## src/rtl/axi_ni_receive_flit_control_pkg.sv

```systemverilog
// Shared NoC flit-type encodings and field widths for the NI receive path.
// Optional feature macro used by the receive control: NI_RX_ERROR_CHECK_EN.
`default_nettype none

`ifndef FTYPEWD
`define FTYPEWD 2
`endif
`ifndef COUNTERFLITWD
`define COUNTERFLITWD 4
`endif

package axi_ni_receive_flit_control_pkg;

  typedef enum logic [`FTYPEWD-1:0] {
    FT_BODY     = 2'b00,
    FT_TAIL     = 2'b01,
    FT_HEAD     = 2'b10,
    FT_HEADTAIL = 2'b11
  } flit_type_t;

  // Bit 0 marks packet end, bit 1 marks packet start.
  function automatic logic is_tail(input logic [`FTYPEWD-1:0] t);
    return t[0];
  endfunction

  function automatic logic is_head(input logic [`FTYPEWD-1:0] t);
    return t[1];
  endfunction

endpackage

`default_nettype wire

```

## src/rtl/axi_ni_payload_buffer.sv

```systemverilog
// One-entry payload holding register; a new load wins over a same-cycle drain.
`default_nettype none

module axi_ni_payload_buffer
  import axi_ni_receive_flit_control_pkg::*;
#(
  parameter int DATA_WIDTH = 30
) (
  input  logic                  clk,
  input  logic                  rst,
  input  logic                  load,
  input  logic [DATA_WIDTH-1:0] load_data,
  input  logic                  load_last,
  input  logic                  ready,
  output logic                  valid,
  output logic [DATA_WIDTH-1:0] data,
  output logic                  last
);

  always_ff @(posedge clk) begin
    if (rst) begin
      valid <= 1'b0;
      last  <= 1'b0;
    end else if (load) begin
      valid <= 1'b1;
      last  <= load_last;
    end else if (ready) begin
      valid <= 1'b0;
      last  <= 1'b0;
    end
  end

  always_ff @(posedge clk) begin
    if (load) data <= load_data;
  end

endmodule

`default_nettype wire

```

## src/rtl/axi_ni_receive_flit_control.sv

```systemverilog
// NI receive flit control: captures header flits, hands the header off, then streams payload.
// Optional NI_RX_ERROR_CHECK_EN adds framing checks with a sticky protocol_error flag.
`default_nettype none

module axi_ni_receive_flit_control
  import axi_ni_receive_flit_control_pkg::*;
#(
  parameter int FLIT_WIDTH      = 32,
  parameter int REQ_HEADERFLITS = 3
) (
  input  logic                            clk,
  input  logic                            rst,
  input  logic [FLIT_WIDTH-1:0]           flit,
  input  logic                            flit_valid,
  output logic                            flit_ready,
  output logic                            sample_header,
  output logic [`COUNTERFLITWD-1:0]       flit_count,
  output logic                            header_valid,
  input  logic                            header_ack,
  output logic                            header_has_payload,
  output logic [FLIT_WIDTH-`FTYPEWD-1:0]  payload_data,
  output logic                            payload_valid,
  output logic                            payload_last,
  input  logic                            payload_ready,
  output logic                            protocol_error
);

  localparam int CW = `COUNTERFLITWD;
  localparam logic [CW-1:0] LAST_HDR = CW'(REQ_HEADERFLITS - 1);

  typedef enum logic [1:0] {
    IDLE    = 2'd0,
    HEADER  = 2'd1,
    HANDOFF = 2'd2,
    PAYLOAD = 2'd3
  } state_t;

  state_t              state, state_nxt;
  logic [CW-1:0]       counter, counter_nxt;
  logic                has_payload_nxt;
  logic                set_error;
  logic                load;
  logic                accept;
  logic [`FTYPEWD-1:0] ftype;
  logic                idle_drop, hdr_abort, pay_abort;

  assign ftype = flit[`FTYPEWD-1:0];

`ifdef NI_RX_ERROR_CHECK_EN
  assign idle_drop = !is_head(ftype);
  assign hdr_abort = (ftype == FT_HEAD) || (is_tail(ftype) && (counter != LAST_HDR));
  assign pay_abort = (ftype == FT_HEAD);
`else
  assign idle_drop = 1'b0;
  assign hdr_abort = 1'b0;
  assign pay_abort = 1'b0;
`endif

  // Ready depends only on registered state and the buffer, never on the incoming flit.
  assign flit_ready    = (state == HANDOFF) ? 1'b0 :
                         (state == PAYLOAD) ? (!payload_valid || payload_ready) : 1'b1;
  assign accept        = flit_valid && flit_ready;
  assign sample_header = accept && ((state == IDLE) || (state == HEADER));
  assign flit_count    = counter;
  assign header_valid  = (state == HANDOFF);

  always_comb begin
    state_nxt       = state;
    counter_nxt     = counter;
    has_payload_nxt = header_has_payload;
    set_error       = 1'b0;
    load            = 1'b0;
    case (state)
      IDLE: begin
        if (accept) begin
          if (idle_drop) begin
            set_error = 1'b1;
          end else begin
            state_nxt   = HEADER;
            counter_nxt = CW'(1);
          end
        end
      end
      HEADER: begin
        if (accept) begin
          if (hdr_abort) begin
            set_error   = 1'b1;
            state_nxt   = IDLE;
            counter_nxt = '0;
          end else if (counter == LAST_HDR) begin
            state_nxt       = HANDOFF;
            counter_nxt     = '0;
            has_payload_nxt = !is_tail(ftype);
          end else begin
            counter_nxt = counter + CW'(1);
          end
        end
      end
      HANDOFF: begin
        if (header_ack) state_nxt = header_has_payload ? PAYLOAD : IDLE;
      end
      PAYLOAD: begin
        if (accept) begin
          if (pay_abort) begin
            set_error = 1'b1;
            state_nxt = IDLE;
          end else begin
            load = 1'b1;
            if (is_tail(ftype)) state_nxt = IDLE;
          end
        end
      end
    endcase
  end

  always_ff @(posedge clk) begin
    if (rst) begin
      state              <= IDLE;
      counter            <= '0;
      header_has_payload <= 1'b0;
    end else begin
      state              <= state_nxt;
      counter            <= counter_nxt;
      header_has_payload <= has_payload_nxt;
    end
  end

`ifdef NI_RX_ERROR_CHECK_EN
  always_ff @(posedge clk) begin
    if (rst)            protocol_error <= 1'b0;
    else if (set_error) protocol_error <= 1'b1;
  end
`else
  logic unused_sig;
  assign protocol_error = 1'b0;
  assign unused_sig     = ^{set_error, ftype[1]};
`endif

  axi_ni_payload_buffer #(
    .DATA_WIDTH(FLIT_WIDTH - `FTYPEWD)
  ) u_payload_buffer (
    .clk      (clk),
    .rst      (rst),
    .load     (load),
    .load_data(flit[FLIT_WIDTH-1:`FTYPEWD]),
    .load_last(is_tail(ftype)),
    .ready    (payload_ready),
    .valid    (payload_valid),
    .data     (payload_data),
    .last     (payload_last)
  );

endmodule

`default_nettype wire
```

## config.mk

```make
export PLATFORM = sky130hd
export DESIGN_NAME = axi_ni_receive_flit_control
export DESIGN_NICKNAME = d
export VERILOG_FILES = /design/src/rtl/axi_ni_receive_flit_control_pkg.sv /design/src/rtl/axi_ni_payload_buffer.sv /design/src/rtl/axi_ni_receive_flit_control.sv
export SDC_FILE = /design/constraint.sdc
export NUM_CORES = 1
export LEC_CHECK = 0
export BUFFER_PORTS_ARGS = -buffer_cell sky130_fd_sc_hd__buf_2
export CELL_PAD_IN_SITES_DETAIL_PLACEMENT = 1
export CELL_PAD_IN_SITES_GLOBAL_PLACEMENT = 1
export CORE_ASPECT_RATIO = 0.9
export CORE_MARGIN = 2
export CORE_UTILIZATION = 34
export CTS_CLUSTER_DIAMETER = 150
export DETAILED_ROUTE_END_ITERATION = 12
export GPL_TIMING_DRIVEN = 0
export PLACE_DENSITY = 0.85
export SETUP_SLACK_MARGIN = 0.05
export SLEW_MARGIN = 15
export SYNTH_ARGS = -nofsm -noshare
export SYNTH_HDL_FRONTEND = slang
export SYNTH_SLANG_ARGS = --single-unit
export TNS_END_PERCENT = 100
```

## constraint.sdc

```tcl
create_clock -name clk -period 3.7 [get_ports clk]
set_input_delay 0.555 -clock clk [delete_from_list [all_inputs] [get_ports clk]]
set_output_delay 0.555 -clock clk [all_outputs]
set_load 0.1 [all_outputs]
```

# Yosys cells after proc, flatten, opt, wreduce, memory -nomap -nowiden
# Index checks and enable logic that the tools add are counted.
# W data, S select, Z words.
# word_totals
ff_bits	39
output_inout_bits	41
input_bits	37
# op_classes
reduce_logical	12
n_mux	19
eq_ne	10
addsub	1
# ops
op	n
$mux W2	7
$mux W4	3
$ne A2 B2 Y1 const B	4
$pmux W2 S4	1
$pmux W4 S2	1
$mux W1	7
$reduce_and A3 Y1	2
$reduce_and A6 Y1	1
$add A4 B1 Y4 const B	1
$eq A2 B2 Y1 const B	2
$eq A4 B2 Y1 const B	1
$ne A2 B1 Y1 const B	2
$reduce_bool A2 Y1	2
$eq A2 B1 Y1 const B	1
$logic_and A1 B1 Y1	2
$logic_not A1 Y1	2
$logic_not A2 Y1	1
$logic_or A1 B1 Y1	2

# Logic depth before layout (Yosys ltp)
# Gate-level depths: netlist of run 1.
# logic_depth
word_depth	8
ltp_mapped	6
ltp_nobuf	5

# Hierarchy
# From an unflattened synthesis of run 1, not the netlist that was laid out.
# hier_totals
cells_unflattened	94
hier_area_um2	1433.9
# modules_own_cells
module	instances	cells_per_inst	area_each_um2
axi_ni_payload_buffer	1	38	973.4
axi_ni_receive_flit_control	1	56	460.4

# Worst setup path after synthesis of run 1
# No wires, ideal clock.
# synth_path
path_kind	register to register
start	register u_payload_buffer.valid
end	register u_payload_buffer.data[0], enable pin
t_arrival_ns	2.294
stages_incl_launch_ff	2
setup_ns	0.427
path_slack_ns	0.979
required_time_ns	3.273
cell_sequence	dfxtp_1 a21oi_1
# synth_via
elab_chain_len	7
# synth_rtl
item	line	rtl
start: declaration	axi_ni_payload_buffer.sv:15	output logic valid,
start signal: assignment	axi_ni_payload_buffer.sv:22	valid <= 1'b0;
start signal: assignment	axi_ni_payload_buffer.sv:25	valid <= 1'b1;
start signal: assignment	axi_ni_payload_buffer.sv:28	valid <= 1'b0;
$logic_not A1 Y1	axi_ni_receive_flit_control.sv:61	(state == PAYLOAD) ? (!payload_valid || payload_ready) : 1'b1;
$logic_or A1 B1 Y1	axi_ni_receive_flit_control.sv:61	
$mux W1	axi_ni_receive_flit_control.sv:61	
$mux W1	axi_ni_receive_flit_control.sv:60	assign flit_ready = (state == HANDOFF) ? 1'b0 :
$logic_and A1 B1 Y1	axi_ni_receive_flit_control.sv:62	assign accept = flit_valid && flit_ready;
$mux W1	axi_ni_receive_flit_control.sv:103	if (accept) begin
$mux W1	axi_ni_receive_flit_control.sv:73	case (state)
named net load	axi_ni_receive_flit_control.sv:42	logic load;
end signal: assignment	axi_ni_payload_buffer.sv:34	if (load) data <= load_data;
end: declaration	axi_ni_payload_buffer.sv:16	output logic [DATA_WIDTH-1:0] data,
# The timed path passes the listed nets, and every way through them passes these cells.
# A chain may end at the register's enable or synchronous reset.

# Worst setup path after layout of run 1
# layout_path
start	register state[1]
end	output sample_header
# layout_via
elab_chain_len	5
# layout_rtl
item	line	rtl
start: declaration	axi_ni_receive_flit_control.sv:38	state_t state, state_nxt;
start signal: assignment	axi_ni_receive_flit_control.sv:122	state <= state_nxt;
$eq A2 B2 Y1	axi_ni_receive_flit_control.sv:61	
$mux W1	axi_ni_receive_flit_control.sv:61	
$mux W1	axi_ni_receive_flit_control.sv:60	
$logic_and A1 B1 Y1	axi_ni_receive_flit_control.sv:62	
$logic_and A1 B1 Y1 (*)	axi_ni_receive_flit_control.sv:63	assign sample_header = accept && ((state == IDLE) || (state == HEADER));
end: declaration	axi_ni_receive_flit_control.sv:16	output logic sample_header,
# Every way passes the cells marked *; elsewhere a longest branch is shown, timed or not.

==> results of run 1 <==
[cells by family (layout without fill, tap and decap cells)]
group                    count (synthesis)  in the layout  share of synthesized area
AO/OA/AOI/OAI                           18             18                    0.09351
adder cells (fa/ha/maj)                  2              2                    0.01685
buffers and inverters                    9             92                    0.03201
flip-flops                              39             39                     0.7279
other                                    1              1                   0.002525
AND/OR/NAND/NOR                         29             29                     0.1272
[layout make-up]
cell class                      count  area, sq um  area share
Buffer                              5        32.53     0.01559
Clock buffer                        6        72.57     0.03477
Clock inverter                      2        60.06     0.02878
Inverter                            4        15.01    0.007194
Multi-Input combinational cell     50        367.9      0.1763
Sequential cell                    39         1081      0.5180
Tap cell                           48        60.06     0.02878
Timing Repair Buffer               75        397.9      0.1906
[per-stage QoR]
stage	total power [mW]	std cells	utilization
finish	1.124	229	0.5055
CTS	1.135	229	0.5055
floorplan	0.6715	98	-
global route	1.165	229	0.5055
global placement	0.7145	220	0.4639
detailed placement	0.7223	221	0.4733
[layer usage]
| layer | vias to the layer above | track usage | part of all wire |
|---|---|---|---|
| li1 | 532 | - | - |
| met1 | 524 | 0.1900 | 0.43 |
| met2 | 62 | 0.2835 | 0.48 |
| met3 | 3 | 0.04841 | 0.087 |
| met4 | 0 | 0.02727 | 0.0049 |
| met5 | - | 0 | 0 |
[worst paths after layout]
check,start,end,cells past startpoint
setup / recovery,state[1],sample_header,3
hold / removal,flit[20],u_payload_buffer.data[18],1
setup reg to reg,state[0],u_payload_buffer.data[29],4
hold reg to reg,u_payload_buffer.last,u_payload_buffer.last,2
[power breakdown]
group / switching [mW] / internal, mW / leakage (nW)
combinational: 0.162 / 0.0540 / 0.471
clock: 0.143 / 0.269 / 0.0654
sequential: 0.00880 / 0.487 / 0.344
[placed cells by master, fill, tap and decap left out, types with 2 or more instances in the layout]
cell type | synthesis | final
a21oi_1 | 5 | 4
inv_1 | 3 | 3
nor3b_1 | 2 | 2
nand2b_1 | 2 | 2
nand4_1 | 2 | 2
clkbuf_8 | 0 | 5
a31oi_1 | 2 | 2
clkbuf_1 | 1 | 2
dfxtp_1 | 9 | 9
ha_1 | 2 | 2
bufinv_16 | 0 | 2
nand3_1 | 4 | 4
buf_2 | 2 | 76
edfxtp_1 | 30 | 30
nand2_1 | 6 | 6
[worst max-delay path, delay by kind of cell (launching register included)]
kind                   cells  cell delay, ns
buffers and inverters      2            0.63
DFF                        1            0.33
and+or+nand+nor            1            0.22
[sequential cells by signal, summed over array words and instances, names as in the netlist]
register / flops
flit_count: 4
u_payload_buffer.valid: 1
state: 2
u_payload_buffer.data: 30
u_payload_buffer.last: 1
header_has_payload: 1
==> impl_summary.log, run 1 <==
[metrics] number of violations reported at the end of detailed-routing iteration 0: 33
[metrics] post-layout instance area: 0.002087 sq mm
[metrics] Clock Latency Late Sink: 0.28 ns
[metrics] htree depth: 2
[metrics] post-CTS repair timing setup buffer count: 0
[metrics] synthesized instance count: 98
[metrics] sequential fraction of the synthesis area: 0.7279
[metrics] top area cells in the synthesized netlist: edfxtp_1, dfxtp_1, a21oi_1
[metrics] hold buffer count at CTS: 0
[metrics] Static Leakage: 0.8808 nW
[metrics] Top-Level Pins: 78
[metrics] RSZ-0062 raised after global routing: no
[metrics] Placement Cell Area: 0.001954 sq mm
[metrics] global placement routability congestion: 0.7545
[metrics] synthesized cell area: 0.001485 sq mm
[metrics] proportion of netlist area held by the largest area contributor: 0.6066
[metrics] post_cts resized: 0
[metrics] reg-to-reg slack, setup: 1.98 ns
[metrics] register bit total from synthesis: 39
[metrics] maximum ir drop on the vdd rail: 0.2101 mV
[metrics] remaining routing DRC violations: 0
[metrics] data arrival at the endpoint of the critical path: 1.46 ns
[metrics] critical path data required time: 3.14 ns
[metrics] total number of clock tree sinks: 39
[metrics] Synthesized Nets: 137
[metrics] number of enable-type register cells in the synthesized netlist: 30
[metrics] fraction of synthesis flops using an asynchronous set or reset pin: 0
[metrics] first-pass GRT wire length: 5747 um
[metrics] worst min path class: in2reg
[metrics] number of pins exceeding their max-slew limit in the final report: 0
[metrics] share of cells above drive strength 1: 0.5249
[metrics] Crit Path Class: reg2out
[metrics] core area: 0.004129 sq mm
[metrics] Core Rows: 22
[metrics] Yosys warning count: 0
[metrics] post-route clock skew: 0.005106 ns
[metrics] number of buffers on the longest clock path: 2
[metrics] vias in the first global route: 1149
[metrics] height of the die: 66.70 um
[metrics] estimated wirelength of the detail-placed design: 2851 um
[metrics] Power Dens Cells: 538.6 mW/mm^2
[metrics] width of the die: 73.67 um
[metrics] minimum setup slack after placement: 1.727 ns
[metrics] reported max-cap violation count: 0
[metrics] startpoint type of the worst setup path: register
[metrics] number of endpoints failing setup at the final stage: 0
[metrics] endpoint kind of the worst setup timing path: output pin
[metrics] worst-path cell with the longest stage delay: buf_2
[metrics] number of port buffers: 74
[metrics] achievable frequency: 496.2 MHz
[metrics] total clock buffers created by CTS: 5
[metrics] net count reported at finish: 219
[metrics] area of the die: 0.004913 sq mm
[metrics] Worst Slack Setup Final: 1.685 ns
[metrics] Final TNS setup: 0 ns
[metrics] average footprint of a synthesized cell: 15.15 sq um
[metrics] drt via density: 4.895
[metrics] slowest cell delay on critical path: 0.46 ns
[metrics] minimum hold slack: 0.4462 ns
[metrics] wire length per cell after detailed routing: 16.08 um
[metrics] outcome: complete, no violations
[metrics] via count: 1121
[metrics] grt ovf: 0
[metrics] starting density of the core: 0.3597
[metrics] library cell with the largest summed area after synthesis: edfxtp_1
[metrics] cells along the critical path: nand2b_2 -> inv_2 -> buf_2
[metrics] largest fanout on the critical path: 10
[metrics] filler cell count: 449
[metrics] clock transition at the register clock pins on the worst setup and hold paths after CTS: 0.08 ns
[metrics] most used flip-flop cell after synthesis: edfxtp_1
[metrics] final worst-path cycle share: 0.5447
[metrics] fin crit period: 2.015 ns
[metrics] GRT Util Overall: 0.1589
[metrics] initial antenna violation count: 0
[metrics] clock tree from TritonCTS: yes
[metrics] count of antenna-violating nets left after detailed routing: 0
[metrics] Detailed Route WL: 3683 um
[metrics] Fin. Hold Viols: 0
[metrics] library cell with the highest instance count after synthesis: edfxtp_1
[metrics] total inserted antenna cells: 0
[metrics] post-synthesis cell type count: 41
[metrics] area overhead of the layout relative to synthesis: 40.52%
[metrics] most instantiated cells after synthesis: edfxtp_1, dfxtp_1, nand2_1
[metrics] number of optimization iterations in the first detailed-route pass: 4
[metrics] maximum number of pins on one net before global-route repair: 23
[metrics] clk root buf: clkbuf_8
No activity file was read; power rests on OpenSTA's default activity.
==> inputs of run 2 (changes only) <==
--- a/config.mk
+++ b/config.mk
@@ -5,16 +5,17 @@
 export SDC_FILE = /design/constraint.sdc
 export NUM_CORES = 1
 export LEC_CHECK = 0
+export ABC_AREA = 1
 export BUFFER_PORTS_ARGS = -buffer_cell sky130_fd_sc_hd__buf_2
 export CELL_PAD_IN_SITES_DETAIL_PLACEMENT = 1
 export CELL_PAD_IN_SITES_GLOBAL_PLACEMENT = 1
 export CORE_ASPECT_RATIO = 0.9
 export CORE_MARGIN = 2
-export CORE_UTILIZATION = 34
+export CORE_UTILIZATION = 29
 export CTS_CLUSTER_DIAMETER = 150
 export DETAILED_ROUTE_END_ITERATION = 12
 export GPL_TIMING_DRIVEN = 0
-export PLACE_DENSITY = 0.85
+export PLACE_DENSITY = 0.8
 export SETUP_SLACK_MARGIN = 0.05
 export SLEW_MARGIN = 15
 export SYNTH_ARGS = -nofsm -noshare
==> constraint.sdc (replaced) <==
create_clock -name clk -period 1.8 [get_ports clk]
set_input_delay 0.27 -clock clk [delete_from_list [all_inputs] [get_ports clk]]
set_output_delay 0.27 -clock clk [all_outputs]
set_load 0.1 [all_outputs]
==> run 2 against run 1 <==
  * Critical path depth unchanged
  * Global-route usage fell by 3.3 points
  * Non-clock buffer count fell by 4
  * Combinational power grew 150%
  * Synthesized area decreased by 2.7%
  * First-iteration DRC count rose by 70%
  * Count of clock-buffer cells in the layout fell by 1
  * Cell count increased by 15%
  * Setup slack worse by 1.5 ns
  * Synthesized cell count is 16% higher
  * Routed wire length shrank 4.4%
  * Register-to-register slack got worse by 1.8 ns
==> impl_summary.log, run 2 <==
[metrics] outcome: complete, no violations
[metrics] number of violations reported at the end of detailed-routing iteration 0: 56 (+70%)
[metrics] initial antenna violation count: 0 (unchanged)
[metrics] remaining routing DRC violations: 0 (unchanged)
[metrics] number of endpoints failing setup at the final stage: 0 (unchanged)
[metrics] htree depth: 2 (unchanged)
[metrics] core area: 0.004835 sq mm (+17%)
[metrics] number of port buffers: 75 (+1.4%)
[metrics] most used flip-flop cell after synthesis: edfxtp_1
[metrics] share of cells above drive strength 1: 0.4848 (-0.04001)
[metrics] average footprint of a synthesized cell: 12.68 sq um (-16%)
[metrics] Static Leakage: 0.9052 nW (+2.8%)
[metrics] endpoint kind of the worst setup timing path: output pin
[metrics] total chip power: 2.278 mW (+100%)
[metrics] reported net switching power: 0.7555 mW (+140%)
[metrics] Sequential Power Share: 0.457 (+0.016)
[metrics] first-pass GRT wire length: 5395 um (-6.1%)
[metrics] fraction of synthesis flops using an asynchronous set or reset pin: 0 (unchanged)
[metrics] filler-free cell count of the finished design: 263 (+15%)
[metrics] crit-path leading delay family: buffers and inverters
[metrics] internal portion of total power: 1.522 mW (+88%)
[metrics] post-placement cell count: 254 (+15%)
[metrics] cells along the critical path: inv_2 -> nor2_4 -> buf_2
[metrics] most instantiated cells after synthesis: edfxtp_1, nand2_1, inv_1
[metrics] proportion of power drawn by combinational gates: 0.234 (+0.042)
[metrics] Fin. Hold Viols: 0 (unchanged)
[metrics] fraction of the mapped netlist area in simple logic gates: 0.1229 (-0.004268)
[metrics] hold endpoint: u_payload_buffer.data[4]
[metrics] share of the synthesized area in compound gates (AO/OA/AOI/OAI): 0.05628 (-0.03724)
[metrics] maximum ir drop on the vdd rail: 0.4048 mV (+93%)
[metrics] vias in the first global route: 1141 (-0.70%)
[metrics] worst-path cell with the longest stage delay: dfxtp_1
[metrics] Yosys warning count: 0 (unchanged)
[metrics] top library cells by usage in the layout, fill and taps aside: buf_2, edfxtp_1, nand2_1, inv_1, nor2_1
[metrics] minimum hold slack: 0.1541 ns (-0.2921 ns)
[metrics] sequential fraction of the synthesis area: 0.7481 (+0.02017)
[metrics] share of the synthesized netlist area taken by xor and xnor gates: 0.006061 (+0.006061)
[metrics] synthesized cell area: 0.001445 sq mm (-2.7%)
[metrics] Clk network pwr share: 0.309 (-0.058)
[metrics] critical path data required time: 1.53 ns (-1.61 ns)
[metrics] synthesized instance count: 114 (+16%)
[metrics] Detailed Route WL: 3521 um (-4.4%)
[metrics] worst reg-to-reg path cell count: 4 (unchanged)
[metrics] share of synthesized cell area in full adder, half adder and majority cells: 0.01732 (+0.0004668)
[metrics] library cell with the largest summed area after synthesis: edfxtp_1
[metrics] clk root buf: clkbuf_8
[metrics] Crit Path Class: reg2out
[metrics] flip-flop count of the largest register, all copies and words added: 30 (unchanged)
[metrics] dominant combinational cell family by area after synthesis: simple AND/OR/NAND/NOR gates
[metrics] Top-Level Pins: 78 (unchanged)
[metrics] fin crit period: 1.639 ns
[metrics] total clock buffers created by CTS: 5 (unchanged)
[metrics] multiplexer area fraction after synthesis: 0 (unchanged)
[metrics] grt ovf: 0 (unchanged)
[metrics] achievable frequency: 610.3 MHz
[metrics] Hold Startpoint: flit[6]
[metrics] post-synthesis cell type count: 23 (-44%)
[metrics] maximum number of pins on one net before global-route repair: 31 (+35%)
[metrics] library cell with the highest instance count after synthesis: edfxtp_1
[metrics] number of enable-type register cells in the synthesized netlist: 30 (unchanged)
[metrics] number of buffers on the longest clock path: 2 (unchanged)
[metrics] top area cells in the synthesized netlist: edfxtp_1, dfxtp_1, nand2_1
[metrics] total number of clock tree sinks: 39 (unchanged)
[metrics] reg-to-reg slack, setup: 0.22 ns (-1.76 ns)
[metrics] register with the most flip-flops: u_payload_buffer.data
[metrics] number of pins exceeding their max-slew limit in the final report: 0 (unchanged)
[metrics] wire length per cell after detailed routing: 13.39 um (-17%)
[metrics] hold buffer count at CTS: 0 (unchanged)
[metrics] Clock Latency Late Sink: 0.28 ns (about the same)
[metrics] Placement Cell Area: 0.001912 sq mm (-2.2%)
[metrics] sum of buffers and inverters on the critical path: 2 (unchanged)
[metrics] Synthesized Nets: 153 (+12%)
[metrics] area of the die: 0.005565 sq mm (+13%)
[metrics] depth of the worst hold-timing path: 1 (unchanged)
[metrics] RSZ-0062 raised after global routing: no
[metrics] Worst Slack Setup Final: 0.1615 ns (-1.523 ns)
[metrics] starting density of the core: 0.2989 (-0.06078)
[metrics] GRT Util Overall: 0.1259 (-0.03306)
[metrics] switching fraction of total power: 0.3317 (+0.05242)
[metrics] net count reported at finish: 236 (+7.8%)
[metrics] largest fanout on the critical path: 5 (-5)
[metrics] clock transition at the register clock pins on the worst setup and hold paths after CTS: 0.08 ns (about the same)
[metrics] total inserted antenna cells: 0 (unchanged)
[metrics] startpoint type of the worst setup path: register
[metrics] final worst-path cycle share: 0.9103
[metrics] Core Rows: 24 (+9.1%)
[metrics] clock tree from TritonCTS: yes
[metrics] Sequential cell area: 0.001087 sq mm (+0.58%)
[metrics] global placement routability congestion: 0.8934 (+18%)
[metrics] post-CTS repair timing setup buffer count: 0 (unchanged)
[metrics] width of the die: 78.41 um (+6.4%)
[metrics] minimum setup slack after placement: -0.04719 ns (-1.774 ns)
[metrics] count of antenna-violating nets left after detailed routing: 0 (unchanged)
[metrics] height of the die: 70.97 um (+6.4%)
[metrics] Power Dens Cells: 1122 mW/mm^2 (+110%)
[metrics] data arrival at the endpoint of the critical path: 1.37 ns (-0.09 ns)
[metrics] via count: 1141 (+1.8%)
[metrics] estimated wirelength of the detail-placed design: 2779 um (-2.5%)
[metrics] most common cell after layout, fill and taps aside: buf_2
[metrics] register bit total from synthesis: 39 (unchanged)
[metrics] number of optimization iterations in the first detailed-route pass: 2 (-2)
[metrics] filler cell count: 556 (+24%)
[metrics] worst min path class: in2reg
[metrics] post_cts resized: 0 (unchanged)
[metrics] area of the multi-input gates: 296.5 sq um (-19%)
[metrics] post-layout instance area: 0.002029 sq mm (-2.8%)
[metrics] slowest cell delay on critical path: 0.43 ns (-0.03 ns)
[metrics] drt via density: 4.338 (-11%)
[metrics] r2r startpoint: state[0]
[metrics] area overhead of the layout relative to synthesis: 40.43% (about the same)
[metrics] post-route clock skew: 0.006961 ns (+0.001855 ns)
[metrics] reported max-cap violation count: 0 (unchanged)
[metrics] endpoint of the lowest-slack register-to-register path: u_payload_buffer.data[5]
[metrics] proportion of netlist area held by the largest area contributor: 0.6234 (+0.01681)
[run 2: changes by cell type after synthesis, sizes merged, moves of 2 or more]
cell    change
nand2      +16
inv        +12
nor2        +9
o21ai       +4
buf         -3
nand2b      -3
a311oi      -2
nand4       -2
nor2b       -2
nor3b       -2
o211ai      -2
[run 2: logic make-up (layout without fill, tap and decap cells)]
kind of cell | count (synthesis) | count (layout)
fa+ha+maj | 2 | 2
other cells | 1 | 1
simple gates | 40 | 40
flops | 39 | 39
xor+xnor | 1 | 1
buf+inv | 17 | 101
compound gates | 14 | 14
[run 2: cell type report]
| class | count | area share |
|---|---|---|
| repair inverters | 1 | 0.003699 |
| inverters | 16 | 0.03144 |
| well taps | 65 | 0.04007 |
| clock buffers | 5 | 0.03391 |
| plain buffers | 1 | 0.003699 |
| multi-input cells | 58 | 0.1461 |
| clock inverters | 3 | 0.01911 |
| repair buffers | 75 | 0.1862 |
| flip-flops and latches | 39 | 0.5358 |
[run 2: through the flow]
step                  util  TNS (ns)
floorplan                -         0
global placement    0.3954   -0.9588
detailed placement  0.3954    -1.389
CTS                 0.4177         0
global route        0.4198         0
finish              0.4198         0
[run 2: how the worst max path moves through the flow]
stage                                 startpoint                         to  slack (ns)  depth (start not counted)
after global routing                    state[0]  u_payload_buffer.data[16]        0.08                          4
after floorplan           u_payload_buffer.valid   u_payload_buffer.data[0]        0.05                          5
after global placement             payload_ready   u_payload_buffer.data[4]       -0.03                          7
after detailed placement           payload_ready   u_payload_buffer.data[4]       -0.05                          7
after CTS                 u_payload_buffer.valid  u_payload_buffer.data[18]        0.05                          5
final                                   state[1]               header_valid        0.16                          3
[run 2: power by group through the flow]
stage               clock (mW)  sequential [mW]  combinational, mW
global placement             0             1.06              0.524
detailed placement           0             1.06              0.533
floorplan                    0             1.25              0.230
CTS                      0.725             1.04              0.534
global route             0.778             1.05              0.567
finish                   0.703             1.04              0.533
[run 2: layer usage]
metal  GRT usage  share of wire  wire, um
met1      0.1484           0.43      1530
met2      0.2107           0.46      1612
met3     0.05485           0.11       371
met4     0.03509         0.0020         7
met5           0              0         0
==> inputs of run 3 (changes only) <==
--- a/config.mk
+++ b/config.mk
@@ -13,8 +13,8 @@
 export CORE_MARGIN = 2
 export CORE_UTILIZATION = 29
 export CTS_CLUSTER_DIAMETER = 150
+export CTS_CLUSTER_SIZE = 8
 export DETAILED_ROUTE_END_ITERATION = 12
-export GPL_TIMING_DRIVEN = 0
 export PLACE_DENSITY = 0.8
 export SETUP_SLACK_MARGIN = 0.05
 export SLEW_MARGIN = 15
==> run 3 against run 2 <==
  * Critical path depth up 1
  * Worst hold slack better by 0.0058 ns
  * Via count down 2.1%
==> impl_summary.log, run 3 (synthesis results as in run 2) <==
[metrics] wire length per cell after detailed routing: 12.96 um (-3.2%)
[metrics] r2r startpoint: state[0]
[metrics] hold buffer count at CTS: 0 (unchanged)
[metrics] fin crit period: 1.669 ns (+0.03029 ns)
[metrics] height of the die: 70.97 um (unchanged)
[metrics] number of endpoints failing setup at the final stage: 0 (unchanged)
[metrics] net count reported at finish: 235 (-0.42%)
[metrics] maximum number of pins on one net before global-route repair: 31 (unchanged)
[metrics] area of the die: 0.005565 sq mm (unchanged)
[metrics] minimum hold slack: 0.1599 ns (+0.005811 ns)
[metrics] startpoint of the most critical setup path: state[1]
[metrics] worst-path cell with the longest stage delay: buf_2
[metrics] remaining routing DRC violations: 0 (unchanged)
[metrics] grt ovf: 0 (unchanged)
[metrics] achievable frequency: 599.2 MHz (-1.8%)
[metrics] initial antenna violation count: 0 (unchanged)
[metrics] total chip power: 2.414 mW (+6.0%)
[metrics] GRT Util Overall: 0.1261 (+0.0002060)
[metrics] data arrival at the endpoint of the critical path: 1.40 ns (+0.03 ns)
[metrics] count of antenna-violating nets left after detailed routing: 0 (unchanged)
[metrics] total inserted antenna cells: 0 (unchanged)
[metrics] outcome: complete, no violations
[metrics] final worst-path cycle share: 0.9271 (+0.01683)
[metrics] starting density of the core: 0.2989 (unchanged)
[metrics] slowest cell delay on critical path: 0.44 ns (about the same)
[metrics] core area: 0.004835 sq mm (unchanged)
[metrics] RSZ-0062 raised after global routing: no
[metrics] post-route clock skew: 0.002598 ns (-0.004363 ns)
[metrics] startpoint type of the worst setup path: register
[metrics] depth of the worst hold-timing path: 1 (unchanged)
[metrics] first-pass GRT wire length: 5395 um (unchanged)
[metrics] total number of clock tree sinks: 39 (unchanged)
[metrics] share of cells above drive strength 1: 0.4822 (-0.002615)
[metrics] Fin. Hold Viols: 0 (unchanged)
[metrics] cells along the critical path: inv_2 -> nand2_1 -> inv_2 -> buf_2
[metrics] Final TNS setup: 0 ns (unchanged)
[metrics] Core Rows: 24 (unchanged)
[metrics] Detailed Route WL: 3395 um (-3.6%)
[metrics] drt via density: 4.263 (-1.7%)
[metrics] total clock buffers created by CTS: 5 (unchanged)
[metrics] number of pins exceeding their max-slew limit in the final report: 0 (unchanged)
[metrics] register with the most flip-flops: u_payload_buffer.data
[metrics] clock transition at the register clock pins on the worst setup and hold paths after CTS: 0.07 ns (about the same)
[metrics] post-CTS repair timing setup buffer count: 0 (unchanged)
[metrics] Power Dens Cells: 1174 mW/mm^2 (+4.6%)
[metrics] Static Leakage: 0.9172 nW (+1.3%)
[metrics] estimated wirelength of the detail-placed design: 2781 um (about the same)
[metrics] Clock Latency Late Sink: 0.28 ns (about the same)
[metrics] Top-Level Pins: 78 (unchanged)
[metrics] Crit Path Class: reg2out
[metrics] reported max-cap violation count: 0 (unchanged)
[metrics] htree depth: 2 (unchanged)
[metrics] global placement routability congestion: 0.9113 (+2.0%)
[metrics] number of violations reported at the end of detailed-routing iteration 0: 39 (-30%)
[metrics] critical path data required time: 1.53 ns (about the same)
[metrics] filler-free cell count of the finished design: 262 (-0.38%)
[metrics] flip-flop count of the largest register, all copies and words added: 30 (unchanged)
[metrics] via count: 1117 (-2.1%)
[metrics] Top cell by count, worst path: inv_2
[metrics] number of buffers on the longest clock path: 2 (unchanged)
[metrics] worst reg-to-reg path cell count: 5 (+1)
[metrics] Hold Startpoint: flit[2]
[metrics] top library cells by usage in the layout, fill and taps aside: buf_2, edfxtp_1, nand2_1, inv_1, nor2_1
[metrics] maximum ir drop on the vdd rail: 0.4353 mV (+7.5%)
[metrics] post-placement cell count: 254 (unchanged)
[metrics] filler cell count: 553 (-0.54%)
[metrics] post_cts resized: 0 (unchanged)
[metrics] vias in the first global route: 1089 (-4.6%)
[metrics] largest fanout on the critical path: 8 (+3)
[metrics] clk root buf: clkbuf_8
[metrics] clock tree from TritonCTS: yes
[metrics] worst min path class: in2reg
[metrics] number of port buffers: 75 (unchanged)
[metrics] most common cell after layout, fill and taps aside: buf_2
[metrics] area overhead of the layout relative to synthesis: 42.34%
[metrics] endpoint kind of the worst setup timing path: output pin
[metrics] width of the die: 78.41 um (unchanged)
[metrics] number of optimization iterations in the first detailed-route pass: 4 (+2)
## run 3: stage by stage
stage	util	setup slack [ns]	area [sq um]
floorplan	-	0.05045	1455
global placement	0.3980	0.3375	1924
detailed placement	0.3980	0.2770	1924
CTS	0.4255	0.1050	2057
global route	0.4255	0.06755	2057
finish	0.4255	0.1312	2057
## run 3: final timing paths
check | endpoint | slack [ns]
max | sample_header | 0.13
min | u_payload_buffer.data[0] | 0.16
max reg2reg | u_payload_buffer.data[29] | 0.31
min reg2reg | flit_count[2] | 0.49
## run 3: where the power goes
| group | internal [mW] | leakage [nW] | total [mW] | switching, mW |
|---|---|---|---|---|
| Sequential | 1.01 | 0.345 | 1.04 | 0.0294 |
| Combinational | 0.107 | 0.506 | 0.533 | 0.426 |
| Clock | 0.554 | 0.0654 | 0.842 | 0.288 |
| Total | 1.67 | 0.917 | 2.41 | 0.743 |
## run 3: per-layer routing
layer | share of wire | global-route usage
met5 | 0 | 0
met4 | 0 | 0.03704
met3 | 0.11 | 0.05357
met2 | 0.47 | 0.2155
met1 | 0.41 | 0.1450
## run 3: layout make-up
type	count	area (sq um)	area share
multi-input combinational	58	296.5	0.1442
timing repair buffer	76	395.4	0.1922
sequential	39	1087	0.5286
tap	65	81.33	0.03954
clock inverter	2	60.06	0.02920
clock buffer	6	72.57	0.03528
inverter	16	63.81	0.03102
## run 3: worst max-delay path, delay by kind of cell (launching register included)
family                 cells  cell delay [ns]
AND/OR/NAND/NOR            1             0.08
buffers and inverters      3             0.68
flip-flops                 1             0.35
